==> src/rtl/vga_stream_gen.sv <==
// -----------------------------------------------------------------------------
// vga_stream_gen
//
// Front end of the Pong pipeline. Walks the raster with a horizontal pixel
// counter (hc) and a vertical line counter (vc), decodes sync/blanking from
// the current position and registers the result into the 23-bit VGA stream
// consumed by the court, scoreboard, player, ball and endframe stages.
//
// Ports
//   px_clk     in   1   pixel clock, sole clock domain
//   reset      in   1   synchronous, active-high reset
//   strVGA     out  23  {activevideo, x[9:0], y[9:0], hsync, vsync}
//   endframe   out  1   one-cycle strobe on the last pixel of each frame
//   frame_cnt  out  8   frames completed, steps together with endframe
//
// strVGA is valid every cycle; there is no handshake. Output latency is one
// cycle from counter value to stream. x/y are the raw counter values and are
// not masked during blanking.
//
// H_TOT and V_TOT must each fit a 10-bit counter (<= 1024).
// -----------------------------------------------------------------------------
module vga_stream_gen #(
   parameter int H_ACTIVE = 640,
   parameter int H_FRONT  = 16,
   parameter int H_SYNC   = 96,
   parameter int H_BACK   = 48,
   parameter int V_ACTIVE = 480,
   parameter int V_FRONT  = 10,
   parameter int V_SYNC   = 2,
   parameter int V_BACK   = 33,
   parameter bit SYNC_POL = 1'b0
) (
   input  logic        px_clk,
   input  logic        reset,
   output logic [22:0] strVGA,
   output logic        endframe,
   output logic [7:0]  frame_cnt
);

   localparam int H_TOT = H_ACTIVE + H_FRONT + H_SYNC + H_BACK;
   localparam int V_TOT = V_ACTIVE + V_FRONT + V_SYNC + V_BACK;

   // All compare points held at the full 10-bit counter width. Sync windows
   // use inclusive last-pixel bounds so a window ending at 1023 cannot wrap.
   localparam logic [9:0] H_LAST       = 10'(H_TOT - 1);
   localparam logic [9:0] V_LAST       = 10'(V_TOT - 1);
   localparam logic [9:0] H_ACT_END    = 10'(H_ACTIVE);
   localparam logic [9:0] V_ACT_END    = 10'(V_ACTIVE);
   localparam logic [9:0] H_SYNC_FIRST = 10'(H_ACTIVE + H_FRONT);
   localparam logic [9:0] H_SYNC_LAST  = 10'(H_ACTIVE + H_FRONT + H_SYNC - 1);
   localparam logic [9:0] V_SYNC_FIRST = 10'(V_ACTIVE + V_FRONT);
   localparam logic [9:0] V_SYNC_LAST  = 10'(V_ACTIVE + V_FRONT + V_SYNC - 1);

   // Idle stream: blanked, origin, both sync lines at their inactive level.
   localparam logic [22:0] STR_RESET = {1'b0, 10'd0, 10'd0, ~SYNC_POL, ~SYNC_POL};

   logic [9:0] hc;
   logic [9:0] vc;
   logic       h_wrap;
   logic       v_last;
   logic       frame_end;
   logic       active;
   logic       hs_raw;
   logic       vs_raw;
   logic       hsync;
   logic       vsync;

   // ---------------------------------------------------------------- counters
   assign h_wrap    = (hc == H_LAST);
   assign v_last    = (vc == V_LAST);
   assign frame_end = h_wrap && v_last;

   always_ff @(posedge px_clk) begin
      if (reset) begin
         hc <= 10'd0;
         vc <= 10'd0;
      end else begin
         if (h_wrap) begin
            hc <= 10'd0;
            if (v_last) begin
               vc <= 10'd0;
            end else begin
               vc <= vc + 10'd1;
            end
         end else begin
            hc <= hc + 10'd1;
         end
      end
   end

   // ------------------------------------------------------------------ decode
   assign active = (hc < H_ACT_END) && (vc < V_ACT_END);
   assign hs_raw = (hc >= H_SYNC_FIRST) && (hc <= H_SYNC_LAST);
   assign vs_raw = (vc >= V_SYNC_FIRST) && (vc <= V_SYNC_LAST);

   // XOR with the inverted polarity: pass-through when SYNC_POL=1,
   // inversion (active-low pulses) when SYNC_POL=0.
   assign hsync = hs_raw ^ ~SYNC_POL;
   assign vsync = vs_raw ^ ~SYNC_POL;

   // --------------------------------------------------------- output register
   // frame_cnt steps on the same edge that raises endframe so downstream logic
   // sees the new frame number alongside the strobe.
   always_ff @(posedge px_clk) begin
      if (reset) begin
         strVGA    <= STR_RESET;
         endframe  <= 1'b0;
         frame_cnt <= 8'd0;
      end else begin
         strVGA   <= {active, hc, vc, hsync, vsync};
         endframe <= frame_end;
         if (frame_end) begin
            frame_cnt <= frame_cnt + 8'd1;
         end
      end
   end

endmodule

==> config.mk <==
export PLATFORM = sky130hd
export DESIGN_NAME = vga_stream_gen
export DESIGN_NICKNAME = d
export VERILOG_FILES = /design/src/rtl/vga_stream_gen.sv
export SDC_FILE = /design/constraint.sdc
export NUM_CORES = 1
export LEC_CHECK = 0
export BUFFER_PORTS_ARGS = -buffer_cell sky130_fd_sc_hd__buf_2
export CORE_ASPECT_RATIO = 0.9
export CORE_MARGIN = 2
export CORE_UTILIZATION = 40
export CTS_BUF_LIST = sky130_fd_sc_hd__clkbuf_4
export CTS_CLUSTER_SIZE = 8
export DETAILED_ROUTE_END_ITERATION = 16
export SKIP_CTS_REPAIR_TIMING = 1
export SLEW_MARGIN = 10
export SYNTH_ARGS = -nofsm -noshare
export SYNTH_HDL_FRONTEND = slang
export SYNTH_SLANG_ARGS = --single-unit
export TNS_END_PERCENT = 1
==> constraint.sdc <==
create_clock -name px_clk -period 3.5 [get_ports px_clk]
set_clock_uncertainty 0.05 [all_clocks]
set_input_delay 1.05 -clock px_clk [delete_from_list [all_inputs] [get_ports px_clk]]
set_output_delay 1.05 -clock px_clk [all_outputs]
set_load 0.02 [all_outputs]
# Word-level counts from Yosys, hierarchy flattened
# Cells that the tools add are included.
[op_classes]
mux = 1
div_mod_pow = 0
shift = 0
n_eq_ne = 2
n_addsub = 3
n_reduce_logical = 5
n_mul = 0
n_bitwise = 2
n_lt_le_gt_ge = 6
[op_table]
columns = ["op", "n"]
rows = [
  ["$add A10 B1 Y10 const B", 2],
  ["$eq A10 B10 Y1 const B", 2],
  ["$ge A10 B10 Y1 const B", 1],
  ["$ge A10 B9 Y1 const B", 1],
  ["$le A10 B10 Y1 const B", 1],
  ["$le A10 B9 Y1 const B", 1],
  ["$lt A10 B10 Y1 const B", 1],
  ["$lt A10 B9 Y1 const B", 1],
  ["$mux W10", 1],
  ["$add A8 B1 Y8 const B", 1],
  ["$logic_and A1 B1 Y1", 4],
  ["$not A1 Y1", 2],
  ["$reduce_or A2 Y1", 1],
]
[totals]
in_bits = 2
latch_bits = 0
mem_count = 0
rom_bits = 0
ram_bits = 0
regBits = 52

# Depth between registers and ports, before layout
# Gate-level depths: netlist (run 1).
[depth]
depth_word = 3
mapped_depth = 7
mapped_depth_nobuf = 6

# Least setup slack after synthesis (run 1)
# OpenSTA, ideal clock, no wires.
[synth_timing]
path_kind = "register -> register"
startpoint = "reg hc[0]"
endpoint = "reg frame_cnt[6]"
stages_incl_launch_ff = 7
n_path_buf = 1
setup_time_ns = 0.071
required_time_ns = 3.379
arrival_time_ns = 2.058
path_slack_ns = 1.321
cell_sequence = "dfxtp_1 ha_1 nand4_1 or4b_4 buf_6 or4_1 a21oi_1"
[synth_via]
elab_chain_cells = 2
[synth_lines]
columns = ["element", "line_no", "text"]
rows = [
  ["start, declared", "57", "logic [9:0] hc;"],
  ["start signal, assigned", "86", "hc <= hc + 10'd1;"],
  ["$eq A10 B10 Y1", "69", "assign h_wrap = (hc == H_LAST);"],
  ["$logic_and A1 B1 Y1", "71", "assign frame_end = h_wrap && v_last;"],
  ["end signal, assigned", "113", "frame_cnt <= frame_cnt + 8'd1;"],
  ["end, declared", "37", "output logic [7:0] frame_cnt"],
]
# No other way between the ends.
# A chain may end at the register's enable or synchronous reset.

# Final worst setup path (run 1)
[layout_timing]
startpoint = "reg vc[0]"
endpoint = "reg frame_cnt[3]"
[layout_via]
elab_chain_cells = 2
[layout_lines]
columns = ["element", "line_no", "text"]
rows = [
  ["start, declared", "58", "logic [9:0] vc;"],
  ["start signal, assigned", "83", "vc <= vc + 10'd1;"],
  ["$eq A10 B10 Y1", "70", "assign v_last = (vc == V_LAST);"],
  ["$logic_and A1 B1 Y1", "71", ""],
]
# No other way between the ends.

==> impl_metrics.yaml, run 1 <==
run_status:
  status: "finished clean"
cts:
  cts_max_level: 2
  clock_latency_ns: 0.36
  numCtsBuffers: 5
  cts_tree: "built"
  clk_pin_slew_ns: 0.13
  ctsRootBufferMaster: "clkbuf_4"
  ctsLongestPathBuffers: 2
  cts_sinks: 52
worst_setup_path:
  critPathLaunchType: "flip-flop"
  cp.depth: 6
  arrival_ns: 2.59
  crit_chain: "inv_1 -> ha_1 -> nor4bb_1 -> nand3_1 -> or4_1 -> a21oi_1"
  critPathKind: "reg2reg"
  end_kind: "flip-flop"
  critical-path-top-delay-family: "simple AND/OR/NAND/NOR gates"
  cp.required_ns: 3.75
  worst-path-buf-inv: 1
  cp_slowest_cell: "or4_1"
  cpPeakStageDelay_ns: 0.62
  path_max_fanout: 14
  rr_worst_depth: 6
power_and_ir_drop:
  peakVddDrop_mv: 0.142
  power_frac_comb: 0.028
  p_int_mw: 0.675
  pwr-share-seq: 0.695
  p_leak_nw: 0.883
  p_sw_mw: 0.190
  p_per_area_nw_per_um2: 379
  clkPwrFrac: 0.277
  switching_share: 0.220
yosys:
  ys_seq_area_frac: 0.509
  netlist.area_leader.share: 0.509
  yosys-top-cells-area: "dfxtp_1 51%, nor2b_1 4.9%, nor2_1 4.0%, xnor2_1 3.9%, ha_1 3.1%"
  yosys_warnings: 0
  ys.flop_type: "dfxtp_1"
  synth_top_cell_by_area: "dfxtp_1"
  yosysUniqueCellTypes: 38
  syn_nets: 220
  ys_async_sr_fraction: 0
  synth_edf_count: 0
  synth-seq-cells: 52
  syn-instance-count: 213
  syn_area_um2: 2040
  syn_avg_cell_area_um2: 9.60
route:
  wl_um: 3910
  first_pass_iters: 4
  vias: 1605
  drc: 0
  detail-route-antenna-nets: 0
  drtIter0Drc: 97
  routed_via_density: 5.19
  wl_per_cell_um: 12.6
floorplan:
  rows: 24
  die_h_um: 71.8
  die_x_um: 79.4
  io-pin-count: 34
  initial_utilization: 0.418
  core_um2: 4890
  die-area_um2: 5700
layout:
  postLayoutCellArea_um2: 2280
  fin_nets: 251
  final-instance-count-excl-fill: 309
  area_delta_synth_final_pct: 11.6
  utilization: 0.466
  drive_gt1_frac: 0.176
  antenna_cells: 0
place:
  placed_cells: 302
  io_buffers: 33
  post-dp-hpwl_um: 2740
  routabilityCongestion: 0.811
  place_area_um2: 2240
run:
  max_cap_viol_count: 0
grt:
  grt_max_degree: 37
  grt_overflow_total: 0
  track_usage: 0.147
  antenna_found_initial: 0
  grt_first_pass_wirelength_um: 6530
  grt_pass1_vias: 1420
sta:
  fin_setup_tns_ns: 0
  drv_slew: 0
  setup_viol: 0
  tightest_slew_ns: 0.661
  fin_crit_sh: 0.670
  max_freq_mhz: 426
  rsz0062_at_grt: "no"
  max-slew-margin-rel: 0.555
  finalHoldViolations: 0
  period_minus_slack_ns: 2.35
hold_path:
  hold_path.class: "reg2reg"
  hold-path-cell-count: 1
-- power by group through the flow --
stage	Sequential, mW	Combinational [mW]	Clock (mW)
after floorplan	0.616	0.0155	0
after global placement	0.614	0.0248	0
after detailed placement	0.614	0.0248	0
after CTS	0.601	0.0249	0.254
after global routing	0.602	0.0274	0.279
final	0.601	0.0243	0.240
-- synthesized netlist by cell type, types with 2 or more instances --
cell type,number
a21oi_1,11
and4_1,4
buf_6,3
clkbuf_1,6
dfxtp_1,52
ha_1,5
inv_1,8
nand2_1,7
nand3_1,12
nand3b_1,2
nand4_1,7
nor2_1,22
nor2b_1,16
nor3_1,6
nor4_1,4
o21ai_0,3
o31ai_1,7
or3_1,2
or4_1,6
xnor2_1,9
xor2_1,4
-- worst paths after layout --
path / from / endpoint / slack (ns)
max: vc[0] / frame_cnt[3] / 1.15
min: hc[0] / hc[0] / 0.43
max reg2reg: vc[0] / frame_cnt[3] / 1.15
min reg2reg: hc[0] / hc[0] / 0.43
-- per-layer routing --
layer / part of all wire / vias up / track usage
li1: - / 813 / -
met1: 0.49 / 734 / 0.204
met2: 0.43 / 52 / 0.216
met3: 0.064 / 6 / 0.0453
met4: 0.015 / 0 / 0.0575
met5: 0 / - / 0
-- cell families (layout without fill, tap and decap cells) --
family / count (synthesis) / after routing / share of synthesized area
compound gates: 26 / 26 / 0.0796
fa+ha+maj: 5 / 5 / 0.0306
flops: 52 / 52 / 0.509
mux: 2 / 2 / 0.0104
xor+xnor: 13 / 13 / 0.0557
buf+inv: 18 / 49 / 0.0447
simple gates: 97 / 97 / 0.270
-- final cells by class --
cell class | count | area [µm²]
fill | 511 | 2610
sequential | 52 | 1040
multi-input combinational | 143 | 912
timing repair buffer | 34 | 173
tap | 65 | 81.3
clock buffer | 5 | 37.5
inverter | 8 | 30.0
clock inverter | 2 | 7.51
-- sequential cells by signal, indices dropped and copies added (netlist names) --
name	flops
vc	10
hc	10
frame_cnt	8
endframe	1
strVGA	23
-- through the flow --
| stage | total power, mW | hold slack (ns) | worst slack [ns] |
|---|---|---|---|
| 4_1_cts | 0.880 | 0.431 | 1.15 |
| 5_1_grt | 0.909 | 0.449 | 0.939 |
| 3_3_place_gp | 0.638 | 0.393 | 1.18 |
| 6_report | 0.865 | 0.426 | 1.15 |
| 2_1_floorplan | 0.632 | 0.380 | 1.32 |
| 3_5_place_dp | 0.639 | 0.400 | 1.19 |
-- layout by cell type (no fill, tap or decap), types with 2 or more instances in the layout --
cell type  instances
clkbuf_4           5
dfxtp_1           52
ha_1               5
o31ai_1            7
nor2_1            22
buf_2             33
or3_1              2
clkinv_1           2
inv_1              8
nand3b_1           2
o21ai_0            3
a21oi_1           11
nor2b_1           16
and4_1             4
or4_1              6
nand2_1            7
xnor2_1            9
xor2_1             4
nand4_1            7
nand3_1           12
nor4_1             4
nor3_1             6
Note: power is estimated with default switching activity, not from simulation.
==> run 2: changes to the inputs <==
clock period = 2.4 ns   (was 3.5 ns; I/O delays follow)
==> run 2 against run 1 <==
- critical path depth is 1 lower
- clock power grew 100%
- sequential power rose by 46%
- flip-flop and latch count unchanged
- worst setup slack got worse by 0.91 ns
- non-clock buffer count grew 8
- via count grew 0.44%
- wire length rose by 4.4%
- sequential share of layout area fell by 1.8 points
- utilization is 1.9 points higher
- die area did not move
==> impl_metrics.yaml, run 2 (synthesis results as in run 1) <==
layout:
  n_fill_cell: 484
  area_delta_synth_final_pct: 16.3
  largestRegisters: "strVGA (23), hc (10), vc (10)"
  largest_register_ffs: 23
  final-instance-count-excl-fill: 318
  antenna_cells: 0
  final_common_cell: "dfxtp_1"
  regMostFlops: "strVGA"
  layout_common_cells: "52 x dfxtp_1, 33 x buf_2, 22 x nor2_1"
  drive_gt1_frac: 0.213
  fin_nets: 259
worst_setup_path:
  rr_worst_depth: 5
  rr_startpoint: "hc[0]"
  path_max_fanout: 14
  rr_endpoint: "frame_cnt[6]"
  end_kind: "flip-flop"
  arrival_ns: 2.42
  endpoint: "frame_cnt[6]"
  cp-startpoint: "hc[0]"
  cp.required_ns: 2.67
  critPathKind: "reg2reg"
  critPathLaunchType: "flip-flop"
  r2r_setup_slack_ns: 0.24
route:
  drc: 0
  vias: 1612
  wl_um: 4080
  first_pass_iters: 4
  drtIter0Drc: 85
  wl_per_cell_um: 12.8
  routed_via_density: 5.07
  detail-route-antenna-nets: 0
sta:
  drv_slew: 0
  tightest_slew_ns: 0.640
  max_freq_mhz: 464
  setup_viol: 0
  rsz0062_at_grt: "no"
  fin_crit_sh: 0.899
  fin_setup_tns_ns: 0
  finalHoldViolations: 0
  max-slew-margin-rel: 0.569
  period_minus_slack_ns: 2.16
cts:
  clk_pin_slew_ns: 0.14
  ctsLongestPathBuffers: 2
  ctsRootBufferMaster: "clkbuf_4"
  cts_tree: "built"
  cts_max_level: 2
  clock_latency_ns: 0.37
  numCtsBuffers: 5
  cts_sinks: 52
grt:
  grt_first_pass_wirelength_um: 6760
  antenna_found_initial: 0
  grt_max_degree: 21
  track_usage: 0.152
  grt_pass1_vias: 1406
  grt_overflow_total: 0
power_and_ir_drop:
  p_per_area_nw_per_um2: 591
  p_total_mw: 1.40
  peakVddDrop_mv: 0.201
  p_leak_nw: 0.943
run_status:
  status: "finished clean"
floorplan:
  rows: 24
  core_um2: 4890
  die_x_um: 79.4
  io-pin-count: 34
  die_h_um: 71.8
  die-area_um2: 5700
  initial_utilization: 0.418
run:
  max_cap_viol_count: 0
place:
  placed_cells: 310
  routabilityCongestion: 0.870
  post-dp-hpwl_um: 2870
  io_buffers: 33
hold_path:
  hold_path.class: "reg2reg"
[run 2: cell count changes in the layout (fill, tap and decap cells not counted)]
cell / delta
clkbuf_4: +1
buf_4: +8
clkinv_2: +1
clkinv_1: -2
bufinv_16: +1
[run 2: critical path, stage by stage (launching register included)]
cell and delay [ns]:
dfxtp_1 0.40, ha_1 0.24, nand4_1 0.13, or4b_4 0.63, or4_1 0.49, a21oi_1 0.16
[run 2: per-stage QoR]
stage | hold WS (ns) | utilization | worst slack (ns) | cell area, µm²
finish | 0.434 | 0.486 | 0.243 | 2380
global route | 0.466 | 0.486 | 0.125 | 2380
CTS | 0.437 | 0.486 | 0.252 | 2380
detailed placement | 0.403 | 0.469 | 0.290 | 2300
global placement | 0.394 | 0.469 | 0.317 | 2300
floorplan | 0.380 | - | 0.221 | 2040
[run 2: area by class of cell]
type / count / area (µm²) / area share
well taps: 65 / 81.3 / 0.0342
inverters: 8 / 30.0 / 0.0126
clock buffers: 6 / 45.0 / 0.0189
multi-input cells: 143 / 912 / 0.384
repair buffers: 42 / 233 / 0.0979
clock inverters: 2 / 35.0 / 0.0147
flip-flops and latches: 52 / 1040 / 0.438
[run 2: worst min-delay path by stage]
stage / from / endpoint / slack (ns) / cells past startpoint
after global routing: frame_cnt[7] / frame_cnt[7] / 0.47 / 2
after global placement: hc[0] / hc[0] / 0.39 / 1
final: hc[0] / hc[0] / 0.43 / 1
after floorplan: hc[0] / hc[0] / 0.38 / 1
after CTS: hc[0] / hc[0] / 0.44 / 1
after detailed placement: hc[0] / hc[0] / 0.40 / 1
[run 2: metal layers]
metal / global-route usage / vias to the layer above / wire length [µm]
li1: - / 825 / -
met1: 0.206 / 741 / 2000
met2: 0.231 / 40 / 1760
met3: 0.0428 / 6 / 241
met4: 0.0632 / 0 / 70
met5: 0 / - / 0
[run 2: power breakdown]
part | internal [mW] | switching, mW
clock | 0.230 | 0.260
sequential | 0.871 | 0.00535
combinational | 0.0113 | 0.0263
total | 1.11 | 0.292
